## src/rtl/rv32i_ex_cluster.sv

```systemverilog
// RV32I execute-side cluster: main control decode, forwarding and load-use
// detection, and the EX-stage ALU / branch unit registered into EX/MEM.
module rv32i_ex_cluster #(
    parameter int XLEN = 32
) (
    input  logic            clk,
    input  logic            reset,

    input  logic [31:0]     if_id_instr,
    output logic            RegWrite,
    output logic            MemRead,
    output logic            MemWrite,
    output logic            MemToReg,
    output logic            ALUSrc,
    output logic            Branch,
    output logic            Jump,
    output logic [1:0]      ALUOp,

    input  logic [XLEN-1:0] id_ex_pc,
    input  logic [XLEN-1:0] id_ex_rs1_data,
    input  logic [XLEN-1:0] id_ex_rs2_data,
    input  logic [XLEN-1:0] id_ex_imm,
    input  logic [4:0]      id_ex_rs1,
    input  logic [4:0]      id_ex_rs2,
    input  logic [4:0]      id_ex_rd,
    input  logic [6:0]      id_ex_opcode,
    input  logic [2:0]      id_ex_funct3,
    input  logic [6:0]      id_ex_funct7,
    input  logic            id_ex_ALUSrc,
    input  logic            id_ex_Branch,
    input  logic            id_ex_Jump,
    input  logic            id_ex_MemRead,
    input  logic [1:0]      id_ex_ALUOp,

    input  logic            ex_mem_RegWrite,
    input  logic [4:0]      ex_mem_rd,
    input  logic [XLEN-1:0] ex_mem_fwd_data,
    input  logic            mem_wb_RegWrite,
    input  logic [4:0]      mem_wb_rd,
    input  logic [XLEN-1:0] mem_wb_fwd_data,

    output logic [1:0]      forwardA,
    output logic [1:0]      forwardB,
    output logic            stall,

    output logic [XLEN-1:0] alu_result,
    output logic            alu_zero,

    output logic [XLEN-1:0] ex_alu_out_q,
    output logic [XLEN-1:0] ex_store_data_q,
    output logic [XLEN-1:0] ex_branch_target_q,
    output logic            ex_branch_taken_q
);

    localparam logic [6:0] OP_R      = 7'b0110011;
    localparam logic [6:0] OP_I_ALU  = 7'b0010011;
    localparam logic [6:0] OP_LOAD   = 7'b0000011;
    localparam logic [6:0] OP_STORE  = 7'b0100011;
    localparam logic [6:0] OP_BRANCH = 7'b1100011;
    localparam logic [6:0] OP_JAL    = 7'b1101111;
    localparam logic [6:0] OP_JALR   = 7'b1100111;
    localparam logic [6:0] OP_LUI    = 7'b0110111;
    localparam logic [6:0] OP_AUIPC  = 7'b0010111;

    localparam logic [1:0] FWD_NONE = 2'b00;
    localparam logic [1:0] FWD_MEM  = 2'b10;
    localparam logic [1:0] FWD_WB   = 2'b01;

    logic [4:0]      if_id_rs1;
    logic [4:0]      if_id_rs2;
    logic [XLEN-1:0] fwd_a;
    logic [XLEN-1:0] fwd_b;
    logic [XLEN-1:0] alu_in1;
    logic [XLEN-1:0] alu_in2;
    logic [XLEN-1:0] alu_core;
    logic [4:0]      shamt;
    logic            alt_op;
    logic            branch_cond;
    logic [XLEN-1:0] branch_target;
    logic [XLEN-1:0] jalr_sum;
    logic            branch_taken;

    assign if_id_rs1 = if_id_instr[19:15];
    assign if_id_rs2 = if_id_instr[24:20];

    // Main control decode of the instruction currently in ID.
    always_comb begin
        RegWrite = 1'b0;
        MemRead  = 1'b0;
        MemWrite = 1'b0;
        MemToReg = 1'b0;
        ALUSrc   = 1'b0;
        Branch   = 1'b0;
        Jump     = 1'b0;
        ALUOp    = 2'b00;
        case (if_id_instr[6:0])
            OP_R: begin
                RegWrite = 1'b1;
                ALUOp    = 2'b10;
            end
            OP_I_ALU: begin
                RegWrite = 1'b1;
                ALUSrc   = 1'b1;
                ALUOp    = 2'b10;
            end
            OP_LOAD: begin
                RegWrite = 1'b1;
                MemRead  = 1'b1;
                MemToReg = 1'b1;
                ALUSrc   = 1'b1;
            end
            OP_STORE: begin
                MemWrite = 1'b1;
                ALUSrc   = 1'b1;
            end
            OP_BRANCH: begin
                Branch   = 1'b1;
                ALUOp    = 2'b01;
            end
            OP_JAL: begin
                RegWrite = 1'b1;
                Jump     = 1'b1;
                ALUOp    = 2'b11;
            end
            OP_JALR: begin
                RegWrite = 1'b1;
                Jump     = 1'b1;
                ALUSrc   = 1'b1;
                ALUOp    = 2'b11;
            end
            OP_LUI, OP_AUIPC: begin
                RegWrite = 1'b1;
                ALUSrc   = 1'b1;
                ALUOp    = 2'b11;
            end
            default: ;
        endcase
    end

    // Forwarding select; the younger EX/MEM result wins over MEM/WB.
    always_comb begin
        forwardA = FWD_NONE;
        if (ex_mem_RegWrite && (ex_mem_rd != 5'd0) && (ex_mem_rd == id_ex_rs1))
            forwardA = FWD_MEM;
        else if (mem_wb_RegWrite && (mem_wb_rd != 5'd0) && (mem_wb_rd == id_ex_rs1))
            forwardA = FWD_WB;
    end

    always_comb begin
        forwardB = FWD_NONE;
        if (ex_mem_RegWrite && (ex_mem_rd != 5'd0) && (ex_mem_rd == id_ex_rs2))
            forwardB = FWD_MEM;
        else if (mem_wb_RegWrite && (mem_wb_rd != 5'd0) && (mem_wb_rd == id_ex_rs2))
            forwardB = FWD_WB;
    end

    assign stall = id_ex_MemRead && (id_ex_rd != 5'd0) &&
                   ((id_ex_rd == if_id_rs1) || (id_ex_rd == if_id_rs2));

    always_comb begin
        case (forwardA)
            FWD_MEM: fwd_a = ex_mem_fwd_data;
            FWD_WB:  fwd_a = mem_wb_fwd_data;
            default: fwd_a = id_ex_rs1_data;
        endcase
    end

    always_comb begin
        case (forwardB)
            FWD_MEM: fwd_b = ex_mem_fwd_data;
            FWD_WB:  fwd_b = mem_wb_fwd_data;
            default: fwd_b = id_ex_rs2_data;
        endcase
    end

    // AUIPC and LUI bypass the register operands entirely.
    always_comb begin
        alu_in1 = fwd_a;
        alu_in2 = id_ex_ALUSrc ? id_ex_imm : fwd_b;
        if (id_ex_opcode == OP_AUIPC) begin
            alu_in1 = id_ex_pc;
            alu_in2 = id_ex_imm;
        end else if (id_ex_opcode == OP_LUI) begin
            alu_in1 = '0;
            alu_in2 = id_ex_imm;
        end
    end

    assign shamt  = alu_in2[4:0];
    assign alt_op = id_ex_funct7[5];

    always_comb begin
        alu_core = '0;
        case (id_ex_ALUOp)
            2'b00: alu_core = alu_in1 + alu_in2;
            2'b01: alu_core = alu_in1 - alu_in2;
            2'b11: alu_core = alu_in1 + alu_in2;
            default: begin
                case (id_ex_funct3)
                    3'b000: alu_core = (id_ex_opcode == OP_R && alt_op) ?
                                       (alu_in1 - alu_in2) : (alu_in1 + alu_in2);
                    3'b111: alu_core = alu_in1 & alu_in2;
                    3'b110: alu_core = alu_in1 | alu_in2;
                    3'b100: alu_core = alu_in1 ^ alu_in2;
                    3'b001: alu_core = alu_in1 << shamt;
                    3'b101: alu_core = alt_op ? XLEN'($signed(alu_in1) >>> shamt)
                                              : (alu_in1 >> shamt);
                    3'b010: alu_core = {{(XLEN-1){1'b0}},
                                        ($signed(alu_in1) < $signed(alu_in2))};
                    default: alu_core = {{(XLEN-1){1'b0}}, (alu_in1 < alu_in2)};
                endcase
            end
        endcase
    end

    // Jumps write the link address instead of the ALU value.
    assign alu_result = id_ex_Jump ? (id_ex_pc + XLEN'(4)) : alu_core;
    assign alu_zero   = (alu_result == '0);

    always_comb begin
        case (id_ex_funct3)
            3'b000:  branch_cond = (fwd_a == fwd_b);
            3'b001:  branch_cond = (fwd_a != fwd_b);
            3'b100:  branch_cond = ($signed(fwd_a) < $signed(fwd_b));
            3'b101:  branch_cond = ($signed(fwd_a) >= $signed(fwd_b));
            3'b110:  branch_cond = (fwd_a < fwd_b);
            3'b111:  branch_cond = (fwd_a >= fwd_b);
            default: branch_cond = 1'b0;
        endcase
    end

    assign jalr_sum      = fwd_a + id_ex_imm;
    assign branch_target = (id_ex_opcode == OP_JALR) ? {jalr_sum[XLEN-1:1], 1'b0}
                                                     : (id_ex_pc + id_ex_imm);
    assign branch_taken  = (id_ex_Branch && branch_cond) || id_ex_Jump;

    // Registers capture every cycle; bubbles are inserted upstream on stall.
    always_ff @(posedge clk) begin
        if (reset) begin
            ex_alu_out_q       <= '0;
            ex_store_data_q    <= '0;
            ex_branch_target_q <= '0;
            ex_branch_taken_q  <= 1'b0;
        end else begin
            ex_alu_out_q       <= alu_result;
            ex_store_data_q    <= fwd_b;
            ex_branch_target_q <= branch_target;
            ex_branch_taken_q  <= branch_taken;
        end
    end

    logic unused_instr_bits;
    assign unused_instr_bits = ^{if_id_instr[31:25], if_id_instr[14:7],
                                 id_ex_funct7[6], id_ex_funct7[4:0]};

endmodule

```

## config.mk

```make
export PLATFORM = sky130hd
export DESIGN_NAME = rv32i_ex_cluster
export DESIGN_NICKNAME = d
export VERILOG_FILES = /design/src/rtl/rv32i_ex_cluster.sv
export SDC_FILE = /design/constraint.sdc
export NUM_CORES = 1
export LEC_CHECK = 0
export ABC_AREA = 1
export CAP_MARGIN = 20
export CELL_PAD_IN_SITES_DETAIL_PLACEMENT = 0
export CELL_PAD_IN_SITES_GLOBAL_PLACEMENT = 1
export CORE_MARGIN = 2
export CORE_UTILIZATION = 39
export CTS_CLUSTER_SIZE = 28
export DETAILED_ROUTE_END_ITERATION = 8
export GPL_TIMING_DRIVEN = 0
export MAX_ROUTING_LAYER = met4
export PLACE_DENSITY = 0.85
export SYNTH_ARGS = -nofsm -noshare
export SYNTH_HDL_FRONTEND = slang
export SYNTH_SLANG_ARGS = --single-unit
```

## constraint.sdc

```tcl
create_clock -name clk -period 13.9 [get_ports clk]
set_input_delay 1.39 -clock clk [delete_from_list [all_inputs] [get_ports clk]]
set_output_delay 1.39 -clock clk [all_outputs]
set_load 0.01 [all_outputs]
```

==> results <==
- In the layout the commonest cells are 914 x sky130_fd_sc_hd__nand2_1, 509 x sky130_fd_sc_hd__nand3_1, 433 x sky130_fd_sc_hd__inv_1, 395 x sky130_fd_sc_hd__clkdlybuf4s50_1, 305 x sky130_fd_sc_hd__a21oi_1.
- The count of nets left with antenna violations once routing finished came out at 0.
- The final period demand of the worst path is 10680 ps.
- The final count of hold timing violations is 0.
- The overall via count from detail_route is slightly below 30000.
- The proportion of synthesized chip area in sequential cells is 9.42%.
- Among all flip-flop cells after synthesis, the most frequent one is sky130_fd_sc_hd__dfxtp_1.
- The flow ran to the end, and the final reports show no timing, DRC or antenna violations.
- The post-DP HPWL is 111 mm.
- The most common cell after layout, fill and taps aside is sky130_fd_sc_hd__nand2_1.
- The type of the tightest min-delay check is input port to flip-flop.
- The critical path required time is 12510 ps.
- The total CTS buffers is 9.
- For the worst setup path, the data arrival time is 9290 ps.
- The mapped netlist covers roughly 0.021 mm^2.
- The average cell area after synthesis is 5.67 um^2.
- The detailed-routing iteration count for the pre-antenna-repair pass is 9.
- The longest clock path from root to sink contains 2 buffers.
- The clock share of power is between 10% and 20%.
- The number of pins exceeding their max-slew limit in the final report is 0.
- In this run, synthesis produced a sequential element count of 97.
- By area the synthesized netlist is led by sky130_fd_sc_hd__nand2_1 17%, sky130_fd_sc_hd__nand3_1 12%, sky130_fd_sc_hd__ha_1 12%.
- The number of global-route vias before repair is around 26000.
- The floorplan step set the die height to 234 um.
- The capture point of the worst path is alu_zero.
- The TritonCTS clock tree is done.
- The die outline width is 234 um.
- The top-level port count is between 400 and 500.
- The clock net sink count is 97.
- The first global-routing pass estimated around 180 mm of wire.
- In the synthesized netlist, the number of instances is ~3600.
- Power spread over the standard cell area amounts to a little under 80 mW/mm^2.
- The final estimated routing congestion in global placement is ~1.1.
- Counting distinct cell types in the post-synthesis netlist gives 64.
- From synthesis to final layout, the design area changed by 25.0%.
- Dividing the detail-routed via count by the number of cells gives 6.11.
- The number of maximum-capacitance constraint violations is 0.
- Global routing finished with a remaining overflow of 0.
- The detailed router finished its first iteration with 4715 violations.
- The final-layout setup total negative slack is 0 ps.
- Dividing the final minimum period by the clock period gives 76.8%.
- Setup violations remaining at the end of the flow were counted as 0.
- The placed instances occupy a cell area of about 0.025 mm^2.
- The sequential cell area is ~0.0019 mm^2.
- Summing all non-filler instances in the final layout gives an area of 0.0258 mm^2.
- The number of buffer cells added on primary ports is between 300 and 400.
- The worst pin sits at a relative slew slack of 16.1%.
- For this configuration, the core starts out at a cell density of approximately two fifths.
- The combinational share of power is 69.4%.
- The number of setup buffers added after CTS is 0.
- The start-to-end type of the worst setup path is input port to primary output.
- The share of synthesized flip-flops with an asynchronous set or reset is 0%.
- The total internal power is around 900 uW.
- The number of hold-repair buffers added at the cts stage is 0.
- The row count is 84.
- For this block, the routed nets add up to 134 mm of wire.
- The placement-stage worst setup slack is ~3500 ps.
- The fraction of power spent switching nets is 54.8%.
- The number of enable flip-flop cells after synthesis is 0.
- The die footprint is 0.0547 mm^2.
- CTS placed an instance of sky130_fd_sc_hd__clkbuf_16 at the clock tree root.
- The total routing resource utilization after global routing is ~49%.
- The clock-pin transition on the worst setup and hold timing paths is 100 ps.
- The maximum single-stage delay on the critical path is 610 ps.
- In this run, flip-flops and latches consume roughly 16% of the power.
- The type of element launching the critical path is an input port.
- The net switching component of the power is 1.10 mW.
- The wire length per cell is 28.2 um.
- The biggest area contributor in the post-synthesis netlist is sky130_fd_sc_hd__nand2_1.
- The number of antenna violations at the first check in global routing is 5.
- Of all nets on the critical path, the largest fanout is 11.
- The type of destination of the critical path is a primary output.
- Once the clock tree was built, the resizer swapped 0 gates to a different size.
- Cells with a size suffix above 1 make up 5.85% of the layout.
- The number of DRC violations after detailed routing is 0.
- The area taken by multi-input logic gates is approximately 0.016 mm^2.
- The most frequent cell on the critical path is sky130_fd_sc_hd__nand2_1.
- The worst voltage drop across the vdd grid is 0.0735 mV.
- The area of the core is 0.0524 mm^2.
- The worst-path cell with the longest stage delay is sky130_fd_sc_hd__clkdlybuf4s50_1.
- Entering global routing, the biggest net connects 19 pins.
- During synthesis, Yosys emitted a total of 0 warnings.
- The worst setup margin is 3220 ps.
- The maximum clock frequency is 93.7 MHz.
- The net count after synthesis is 4110.
- The H-tree depth reported by CTS is 3.
- Fill cells in the final layout number 5794.
- Overall power consumption after layout is estimated at 2.01 mW.
- The cell leakage power is 12.6 nW.
- The number of stages on the worst hold path is 3.
- Setup repair after global routing left no endpoint under its margin.
- For the pin with the worst max-slew slack, the measured transition is between 1000 and 1500 ps.
- The share of Yosys cell area claimed by the top area cell type is 16.6%.
- The critical path starts at ex_mem_rd[1].
- The final-stage net count is 4518.
==> cell usage after synthesis (all sizes together), types with 15 or more instances <==
cell type	count
a21oi	306
a31oi	24
buf	89
clkbuf	82
dfxtp	97
ha	193
inv	462
nand2	944
nand3	538
nand3b	41
nand4	67
nor2	259
nor3	36
nor4	15
o211ai	18
o21ai	179
o221ai	34
o22ai	33
or2	28
xnor2	20
xor2	84
==> layout make-up <==
class | instances | share of cell area (%)
repair buffers | 397 | 15.4
inverters | 467 | 6.82
multi-input cells | 2902 | 62.2
well taps | 688 | 3.34
clock inverters | 7 | 0.330
diodes | 5 | 0.0486
flip-flops and latches | 97 | 7.54
clock buffers | 9 | 0.874
plain buffers | 171 | 3.49
==> layer usage <==
metal  up-vias  routed length [um]  track usage (%)
li1      12984                   -                -
met1     13413               50900             59.4
met2      2163               54700             70.5
met3       440               17100             12.9
met4         0               10800             32.3
met5         -                   0                -
==> registers in the layout, indices dropped and copies added, names as in the netlist <==
name and cells:
ex_branch_taken_q 1, ex_branch_target_q 32, ex_store_data_q 32, ex_alu_out_q 32
==> cells by family after synthesis <==
group	share of synthesized area (%)
XOR/XNOR	4.42
buffers and inverters	12.9
adder cells (fa/ha/maj)	12.1
AO/OA/AOI/OAI	18.6
AND/OR/NAND/NOR	42.5
flip-flops	9.42
==> power by group through the flow <==
stage	Combinational [mW]	Sequential (mW)	Clock, mW
6_report	1.39	0.313	0.302
5_1_grt	1.46	0.315	0.305
4_1_cts	1.32	0.313	0.301
3_5_place_dp	1.32	0.318	0
3_3_place_gp	1.33	0.318	0
2_1_floorplan	0.752	0.333	0
==> worst min-delay path by stage <==
| stage | from | end | slack (ps) |
|---|---|---|---|
| 6_report | id_ex_Branch | ex_branch_taken_q$_SDFF_PP0_ | 1530 |
| 5_1_grt | id_ex_Branch | ex_branch_taken_q$_SDFF_PP0_ | 1580 |
| 3_3_place_gp | id_ex_Branch | ex_branch_taken_q$_SDFF_PP0_ | 1960 |
| 4_1_cts | id_ex_Branch | ex_branch_taken_q$_SDFF_PP0_ | 1540 |
| 3_5_place_dp | id_ex_Branch | ex_branch_taken_q$_SDFF_PP0_ | 1990 |
| 2_1_floorplan | id_ex_Branch | ex_branch_taken_q$_SDFF_PP0_ | 1530 |
==> stage by stage <==
step                      utilization [%]  hold WS (ps)  std cells
final                                49.1          1530       4743
after global routing                 49.1          1580       4743
after CTS                            49.1          1540       4738
after detailed placement             48.5          1990       4722
after global placement               48.5          1960       4720
after floorplan                         -          1530       3637
==> worst max-delay path, delay by kind of cell <==
kind	cells	cell delay (ps)
and+or+nand+nor	24	3100
AOI/OAI and AO/OA	6	1730
adders and majority gates	1	420
buffers and inverters	8	2600
Note: power is estimated with default switching activity, not from simulation.
